===== src/rtl/leitor_caminho.sv =====
// Path reader: stacks path nodes arriving destination->source and replays them
// source->destination on a valid/ready stream, reporting length and overflow.
module leitor_caminho #(
  parameter int ADDR_WIDTH  = 8,
  parameter int MAX_CAMINHO = 64,
  parameter int PTR_WIDTH   = $clog2(MAX_CAMINHO + 1)
) (
  input  logic                  clk,
  input  logic                  rst,
  input  logic                  iniciar_in,
  input  logic                  gma_valid_in,
  input  logic [ADDR_WIDTH-1:0] gma_data_in,
  input  logic                  gma_pronto_in,
  output logic                  cam_valid_out,
  output logic [ADDR_WIDTH-1:0] cam_data_out,
  output logic                  cam_ultimo_out,
  input  logic                  cam_ready_in,
  output logic [PTR_WIDTH-1:0]  cam_tamanho_out,
  output logic                  cam_overflow_out,
  output logic                  cam_ocupado_out
);

  localparam int IDX_W = (MAX_CAMINHO > 1) ? $clog2(MAX_CAMINHO) : 1;
  localparam logic [PTR_WIDTH-1:0] CHEIO = PTR_WIDTH'(MAX_CAMINHO);
  localparam logic [PTR_WIDTH-1:0] UM    = PTR_WIDTH'(1);

  typedef enum logic [1:0] {OCIOSO, CAPTURA, ENVIO} estado_t;

  estado_t                state_q, state_d;
  logic [PTR_WIDTH-1:0]   count_q, count_d;
  logic                   ovf_q, ovf_d;
  logic                   valid_q, valid_d;
  logic [ADDR_WIDTH-1:0]  data_q, data_d;
  logic                   ultimo_q, ultimo_d;
  logic                   ocup_q;
  logic                   push;
  logic [ADDR_WIDTH-1:0]  mem_q [MAX_CAMINHO];

  always_comb begin
    state_d  = state_q;
    count_d  = count_q;
    ovf_d    = ovf_q;
    valid_d  = valid_q;
    data_d   = data_q;
    ultimo_d = ultimo_q;
    push     = 1'b0;
    if (iniciar_in) begin
      state_d  = OCIOSO;
      count_d  = '0;
      ovf_d    = 1'b0;
      valid_d  = 1'b0;
      ultimo_d = 1'b0;
    end else begin
      case (state_q)
        OCIOSO, CAPTURA: begin
          if (gma_valid_in) begin
            state_d = CAPTURA;
            if (count_q == CHEIO) begin
              ovf_d = 1'b1;
            end else begin
              push    = 1'b1;
              count_d = count_q + 1'b1;
            end
          end
          // The transition sees the count including a same-cycle push; the
          // freshly pushed node is not in memory yet, so it is bypassed.
          if (gma_pronto_in) begin
            if (count_d != '0) begin
              state_d  = ENVIO;
              valid_d  = 1'b1;
              data_d   = push ? gma_data_in : mem_q[IDX_W'(count_d - 1'b1)];
              ultimo_d = (count_d == UM);
            end else begin
              state_d = OCIOSO;
            end
          end
        end
        ENVIO: begin
          if (valid_q && cam_ready_in) begin
            count_d = count_q - 1'b1;
            if (count_d == '0) begin
              state_d  = OCIOSO;
              valid_d  = 1'b0;
              ultimo_d = 1'b0;
            end else begin
              data_d   = mem_q[IDX_W'(count_d - 1'b1)];
              ultimo_d = (count_d == UM);
            end
          end
        end
        default: state_d = OCIOSO;
      endcase
    end
  end

  always_ff @(posedge clk or posedge rst) begin
    if (rst) begin
      state_q  <= OCIOSO;
      count_q  <= '0;
      ovf_q    <= 1'b0;
      valid_q  <= 1'b0;
      data_q   <= '0;
      ultimo_q <= 1'b0;
      ocup_q   <= 1'b0;
    end else begin
      state_q  <= state_d;
      count_q  <= count_d;
      ovf_q    <= ovf_d;
      valid_q  <= valid_d;
      data_q   <= data_d;
      ultimo_q <= ultimo_d;
      ocup_q   <= (state_d != OCIOSO);
    end
  end

  // Stack storage carries no reset; its contents are meaningless while count is 0.
  always_ff @(posedge clk) begin
    if (push) mem_q[IDX_W'(count_q)] <= gma_data_in;
  end

  assign cam_valid_out    = valid_q;
  assign cam_data_out     = data_q;
  assign cam_ultimo_out   = ultimo_q;
  assign cam_tamanho_out  = count_q;
  assign cam_overflow_out = ovf_q;
  assign cam_ocupado_out  = ocup_q;

endmodule

===== config.mk =====
export PLATFORM = sky130hd
export DESIGN_NAME = leitor_caminho
export DESIGN_NICKNAME = d
export VERILOG_FILES = /design/src/rtl/leitor_caminho.sv
export SDC_FILE = /design/constraint.sdc
export NUM_CORES = 1
export LEC_CHECK = 0
export CAP_MARGIN = 20
export CORE_UTILIZATION = 56
export CTS_CLUSTER_SIZE = 20
export DETAILED_ROUTE_END_ITERATION = 8
export GPL_TIMING_DRIVEN = 0
export PLACE_DENSITY_LB_ADDON = 0.3
export SLEW_MARGIN = 20
export SYNTH_ARGS = -nofsm -noshare
export SYNTH_HDL_FRONTEND = slang
export SYNTH_SLANG_ARGS = --single-unit

===== constraint.sdc =====
create_clock -name clk -period 8.56 [get_ports clk]
set_input_delay 1.712 -clock clk [delete_from_list [all_inputs] [get_ports clk]]
set_output_delay 1.712 -clock clk [all_outputs]
set_load 0.1 [all_outputs]

==> results of run 1 <==
[how the worst min path moves through the flow]
stage                             endpoint  slack, ps  cells after the start
after global placement    cam_overflow_out        490                      2
after global routing      cam_overflow_out        560                      2
final                     cam_overflow_out        510                      2
after detailed placement  cam_overflow_out        490                      2
after CTS                 cam_overflow_out        510                      2
after floorplan                 state_q[0]        580                      2
[cell families after synthesis]
group / after synthesis / share of synthesized area (%)
XOR/XNOR: 19 / 0.767
multiplexers: 344 / 24.6
adder cells (fa/ha/maj): 7 / 0.336
buffers and inverters: 124 / 2.26
AND/OR/NAND/NOR: 354 / 6.34
AO/OA/AOI/OAI: 188 / 4.78
flip-flops: 533 / 60.9
[flip-flops by register name (all words and copies together) (netlist names)]
name,cells
mem_q,512
cam_data_out,8
cam_tamanho_out,7
state_q,2
cam_ocupado_out,1
cam_overflow_out,1
cam_ultimo_out,1
cam_valid_out,1
[Yosys cell counts, types with 2 or more instances]
| cell type | n |
|---|---|
| mux2i_1 | 68 |
| nand3b_1 | 4 |
| a31oi_1 | 4 |
| and3_1 | 5 |
| nand3_1 | 55 |
| o2111ai_1 | 5 |
| nand4b_1 | 2 |
| nand2_1 | 128 |
| o221a_2 | 7 |
| o21ai_0 | 25 |
| o211ai_1 | 7 |
| and3b_1 | 3 |
| or3b_1 | 2 |
| xnor2_2 | 2 |
| mux2_1 | 15 |
| nor2b_1 | 37 |
| a32oi_1 | 8 |
| buf_6 | 9 |
| mux2_2 | 27 |
| o31ai_1 | 2 |
| xor2_1 | 10 |
| nand2b_1 | 10 |
| nor2_1 | 84 |
| a211oi_1 | 34 |
| buf_2 | 27 |
| edfxtp_1 | 512 |
| o22ai_1 | 20 |
| a21oi_1 | 57 |
| buf_1 | 5 |
| a22oi_1 | 3 |
| mux4_2 | 234 |
| clkbuf_1 | 69 |
| nand4_1 | 12 |
| xnor2_1 | 6 |
| ha_1 | 7 |
| dfrtp_1 | 21 |
| nor3_2 | 2 |
| buf_4 | 6 |
| nor3_1 | 2 |
| nor4bb_1 | 2 |
| inv_1 | 7 |
| a21o_1 | 2 |
[worst max-delay path, cell delays in order (launching register included)]
cell and delay (ps):
dfrtp_1 500, buf_2 280, clkbuf_1 600, buf_2 470, buf_2 450, inv_1 190, ha_1 230, buf_4 170
or3b_1 160, buf_2 170, o21a_2 260, xnor2_4 210, buf_6 240, buf_4 240, buf_2 340, ha_1 190
clkbuf_1 320, clkbuf_1 810, clkbuf_1 720, nand2_1 620, o22ai_1 320, o21ai_0 270, nand2_1 220, o211ai_1 110
o221a_2 130
[routing by layer]
layer,track usage (%),vias up,wire length (um)
met5,0,-,0
met2,49.7,1361,34900
met4,16.3,0,4020
met1,46.5,8445,28800
met3,11.6,246,11100
li1,-,6626,-
[stage by stage]
stage	hold slack, ps	instances	setup WS (ps)	utilization [%]	instance area (um^2)
6_report	509	2309	171	63.9	29200
5_1_grt	557	2308	31.4	63.8	29200
4_1_cts	506	2308	460	63.8	29100
3_5_place_dp	492	2205	512	59.7	27200
3_3_place_gp	487	2201	558	59.5	27200
2_1_floorplan	582	1569	2850	-	26100
[cell type report]
cell class,instances,area share [%]
Inverter,8,0.103
Buffer,116,1.92
Tap cell,600,2.57
Clock inverter,35,1.40
Multi-Input combinational cell,912,33.0
Clock buffer,68,5.10
Sequential cell,533,54.5
Antenna cell,1,0.00858
Timing Repair Buffer,36,1.33
[cells in the final DEF (no fill, tap or decap), drive strengths merged, types with 9 or more instances in the layout]
cell and n:
clkdlybuf4s50 24, nand4 12, xnor2 9, nor2b 37
edfxtp 512, nor2 84, clkinv 23, clkbuf 137
mux4 234, bufinv 9, buf 59, xor2 10
dfrtp 21, a21oi 58, mux2 42, mux2i 68
a211oi 34, o22ai 21, nand2b 10, o21ai 26
nand2 128, nand3 55
==> impl_results.md, run 1 <==
* Hold_sp: cam_overflow_out
* Postcts setup bufs at 0
* Number of global-route vias before repair at ~17,000
* Cell taking the most area after synthesis: edfxtp_1
* Critical path type: register to register
* Synthesized area per cell at between 15 and 20 um^2
* Post-synthesis sequential area ratio at 60.9%
* Fillers at 3,171
* Hold Crit Class: register to register
* Crit path to: cam_data_out[5]
* CTS tree: done
* Synth top area share at between 50% and 60%
* YS warnings at 0
* Gr usage total at between 30% and 40%
* Share of cells above drive strength 1 at between 20% and 30%
* First-pass GRT wire length at approximately 110,000 um
* Synth Register Bits at approximately 530
* Worst reg2reg setup slack at ~170 ps
* CP startpoint kind: register
* Crit path max fanout at 11
* Worst-margin pin slew at about 1100 ps
* Data required, critical path at 9080 ps
* Ys async rst share at under 10%
* Largest net degree at the start of global routing at 66
* CTS sink count at roughly 530
* Final min period at 8390 ps
* Hold Vio Cnt, Final at 0
* Num CTS Buffers at 55
* Core ar. at between 40,000 and 50,000 um^2
* Slew Viols, Final at 0
* Die height at 218 um
* CTS Hold Bufs at 0
* Area of the multi-input gates at between 9000 and 10,000 um^2
* Worst-path clk slew at 60 ps
* Outcome: finished, final reports clean
* Register area at 15,900 um^2
* Worst-case reg-to-reg path depth at 24
* Antenna viol nets, final at 0
* Top Ports at 33
* Number of max-cap violations at 0
* Vias/cell at ~7.2
* Net Count, Synth at 1,590
* Nets@finish at between 1,500 and 2,000
* Remaining DRCs at 0
* Die area at approximately 47,000 um^2
* Post-CTS sizing at 0
* Post-Synthesis Cells at 1,569
* Site Rows at 78
* Grt ovf at 0
* Unrepaired setup endpoints after global routing: false
* Area Growth Syn to Fin at 11.7%
* Mapped Area at around 26,000 um^2
* Fmax at approximately 0.12 GHz
* Crit path from: cam_tamanho_out[0]
* Htree depth at 2
* Later-pin clock latency in the skew report at between 600 and 700 ps
* RR Endpoint: cam_data_out[5]
* Initial antenna violation count at 0
* Fin crit share at 98.0%
* Routed WL at 78,800 um
* FF-to-FF Start: cam_tamanho_out[0]
* Port Buffer Count at 32
* Fin Clk Skew at 19.7 ps
* RePlAce Congestion at ~1.0
* TNS Setup at 0 ps
* CTS Buffer Depth at 3
* Initial DRC count at 3,060
* TritonRoute pass-1 iters at 6
* Synth Flop Type: edfxtp_1
* Wire per inst at approximately 34 um
* Arrival time at the worst endpoint at between 8000 and 9000 ps
* Die X-Extent at 218 um
* Slew headroom at 28.3%
* Initial Util at 57.1%
* Top post-synthesis cells by area: edfxtp_1 59%, mux4_2 20%, mux2i_1 2.6%
* Setup violators final at 0
* Root Driver: clkbuf_16
* Detailed Place HPWL at approximately 52,000 um
* Yosys cell types at 64
* Number of synthesized flops with an enable pin at between 500 and 600
* Via count of the routed design at 16,700
* Setup crit end kind: register
Power of run 1 is left out: the tool's default activity adds up to more than one toggle a clock period on the data nets, which glitch-free logic cannot reach.
==> inputs of run 2 (changes only) <==
Settings changed: TNS_END_PERCENT from default to 30.
==> results of run 2 <==
Same layout as run 1: the final DEF is identical, and so are final timing and power.
Power of run 2 is left out for the same reason.
==> inputs of run 3 (changes only) <==
--- a/config.mk
+++ b/config.mk
@@ -8,5 +8,4 @@
 export CAP_MARGIN = 20
 export CORE_UTILIZATION = 56
-export CTS_CLUSTER_SIZE = 20
 export DETAILED_ROUTE_END_ITERATION = 8
 export GPL_TIMING_DRIVEN = 0
==> constraint.sdc (replaced) <==
create_clock -name clk -period 8.56 [get_ports clk]
set_input_delay 1.284 -clock clk [delete_from_list [all_inputs] [get_ports clk]]
set_output_delay 1.284 -clock clk [all_outputs]
set_load 0.1 [all_outputs]
==> impl_results.md, run 3 (synthesis results as in run 1) <==
* Outcome: finished, final reports clean
* Most frequent cells in the layout: 512 x edfxtp_1, 234 x mux4_2, 128 x nand2_1, 84 x nor2_1, 79 x clkbuf_1
* Via count of the routed design at 16,700 (+0.14%)
* Critical path buffers and inverters at 13 (unchanged)
* Remaining DRCs at 0 (unchanged)
* Hold Vio Cnt, Final at 0 (unchanged)
* CTS tree: done
* Setup crit end kind: register
* FF-to-FF Start: cam_tamanho_out[0]
* Site Rows at 78 (unchanged)
* Fin Clk Skew at 18.3 ps (-1.34 ps)
* Nets@finish at 1,683 (unchanged)
* Postcts setup bufs at 0 (unchanged)
* Data required, critical path at 9070 ps (about the same)
* Largest net degree at the start of global routing at 66 (unchanged)
* Gr usage total at 34.0% (-0.20 points)
* Fillers at 3,206 (+1.1%)
* Fmax at 0.118 GHz (-0.63%)
* Vias/cell at 7.24 (+0.19%)
* Hold Crit Class: register to register
* Unrepaired setup endpoints after global routing: false
* Setup violators final at 0 (unchanged)
* TritonRoute pass-1 iters at 8 (+2)
* Post-CTS sizing at 0 (unchanged)
* Levels on crit path at 24 (unchanged)
* Worst-margin pin slew at 1120 ps (+47.7 ps)
* Top reg by flops: mem_q
* Die area at 47,500 um^2 (unchanged)
* Max FFs per register at 512 (unchanged)
* Detailed Place HPWL at 52,500 um (unchanged)
* Initial Util at 57.1% (unchanged)
* Initial DRC count at 3,155 (+3.1%)
* Die X-Extent at 218 um (unchanged)
* Area of the multi-input gates at 9640 um^2 (about the same)
* Hold Path Cell Cnt at 2 (unchanged)
* CTS Buffer Depth at 3 (unchanged)
* Wire per inst at 34.0 um (-0.48%)
* Die height at 218 um (unchanged)
* Port Buffer Count at 32 (unchanged)
* Crit path from: cam_tamanho_out[0]
* Most common cell on crit path: buf_2
* Area Growth Syn to Fin at 11.2%
* Arrival time at the worst endpoint at 8960 ps (+50 ps)
* Commonest non-fill, non-tap cell in the layout: edfxtp_1
* Critical path, cell by cell: buf_2, clkbuf_1, buf_2, buf_2, inv_1, ha_1, buf_4, or3b_1, buf_2, o21a_2, xnor2_4, buf_6, buf_4, buf_2, ha_1, clkbuf_1, clkbuf_1, clkbuf_1, nand2_1, o22ai_1, o21ai_0, nand2_1, o211ai_1, o221a_2
* Critical Path Max Stage Delay at 810 ps (about the same)
* Number of global-route vias before repair at 16,600 (-0.15%)
* Later-pin clock latency in the skew report at 630 ps (about the same)
* CP startpoint kind: register
* Slowest CP cell: clkbuf_1
* Number of max-cap violations at 0 (unchanged)
* Root Driver: clkbuf_16
* Initial antenna violation count at 2 (+2)
* Final min period at 8440 ps (+53.3 ps)
* Slew Viols, Final at 0 (unchanged)
* Grt ovf at 0 (unchanged)
* TNS Setup at 0 ps (unchanged)
* Worst-path clk slew at 60 ps (about the same)
* Top Ports at 33 (unchanged)
* Worst-case reg-to-reg path depth at 24 (unchanged)
* Critical path type: register to register
* RePlAce Congestion at 1.01 (unchanged)
* Fin crit share at 98.6% (+0.62 points)
* CTS Hold Bufs at 0 (unchanged)
* Htree depth at 2 (unchanged)
* Core ar. at 45,700 um^2 (unchanged)
* Hold_sp: cam_overflow_out
* CTS sink count at 533 (unchanged)
* First-pass GRT wire length at 113,000 um (-0.44%)
* Crit path max fanout at 11 (unchanged)
* Antenna viol nets, final at 0 (unchanged)
* Register area at 15,900 um^2 (unchanged)
* Share of cells above drive strength 1 at 24.6% (-0.22 points)
* Top delay family on crit path: buffers and inverters
* Routed WL at 78,400 um (-0.52%)
* Num CTS Buffers at 55 (unchanged)
* Slew headroom at 25.4% (-2.9 points)
[run 3: worst paths after layout]
| check | end | slack (ps) |
|---|---|---|
| min in group asynchronous | cam_data_out[7] | 1200 |
| setup reg to reg | cam_data_out[5] | 120 |
| hold reg to reg | cam_overflow_out | 510 |
| hold / removal | cam_overflow_out | 510 |
| setup / recovery | cam_data_out[5] | 120 |
| max in group asynchronous | cam_data_out[1] | 6770 |
[run 3: area by class of cell]
type,instances,share of cell area [%]
Sequential cell,533,54.8
Multi-Input combinational cell,912,33.2
Clock buffer,67,4.97
Tap cell,600,2.59
Buffer,116,1.93
Timing Repair Buffer,36,1.34
Clock inverter,35,1.09
Inverter,8,0.103
Antenna cell,1,0.00862
[run 3: stage by stage]
stage,hold WS (ps),area [um^2],utilization [%],std cells,setup slack [ps]
finish,509,29000,63.5,2308,118
global route,557,29000,63.5,2307,42.4
CTS,506,29000,63.5,2307,456
detailed placement,492,27200,59.7,2205,512
global placement,487,27200,59.5,2201,558
floorplan,582,26100,-,1569,2850
[run 3: worst reg2reg max path: stages (launching register included)]
cell	delay, ps
dfrtp_1	500
buf_2	280
clkbuf_1	620
buf_2	460
buf_2	440
inv_1	200
ha_1	240
buf_4	170
or3b_1	160
buf_2	170
o21a_2	260
xnor2_4	210
buf_6	250
buf_4	240
buf_2	340
ha_1	190
clkbuf_1	320
clkbuf_1	810
clkbuf_1	760
nand2_1	650
o22ai_1	340
o21ai_0	270
nand2_1	210
o211ai_1	110
o221a_2	140
[run 3: layer usage]
layer  up-vias  part of all wire [%]  GRT usage, %
li1       6617                     -             -
met1      8454                    36          46.9
met2      1378                    44          49.3
met3       251                    14          10.9
met4         2                   4.9          15.8
met5         -                 0.017             0
Power of run 3 is left out for the same reason.
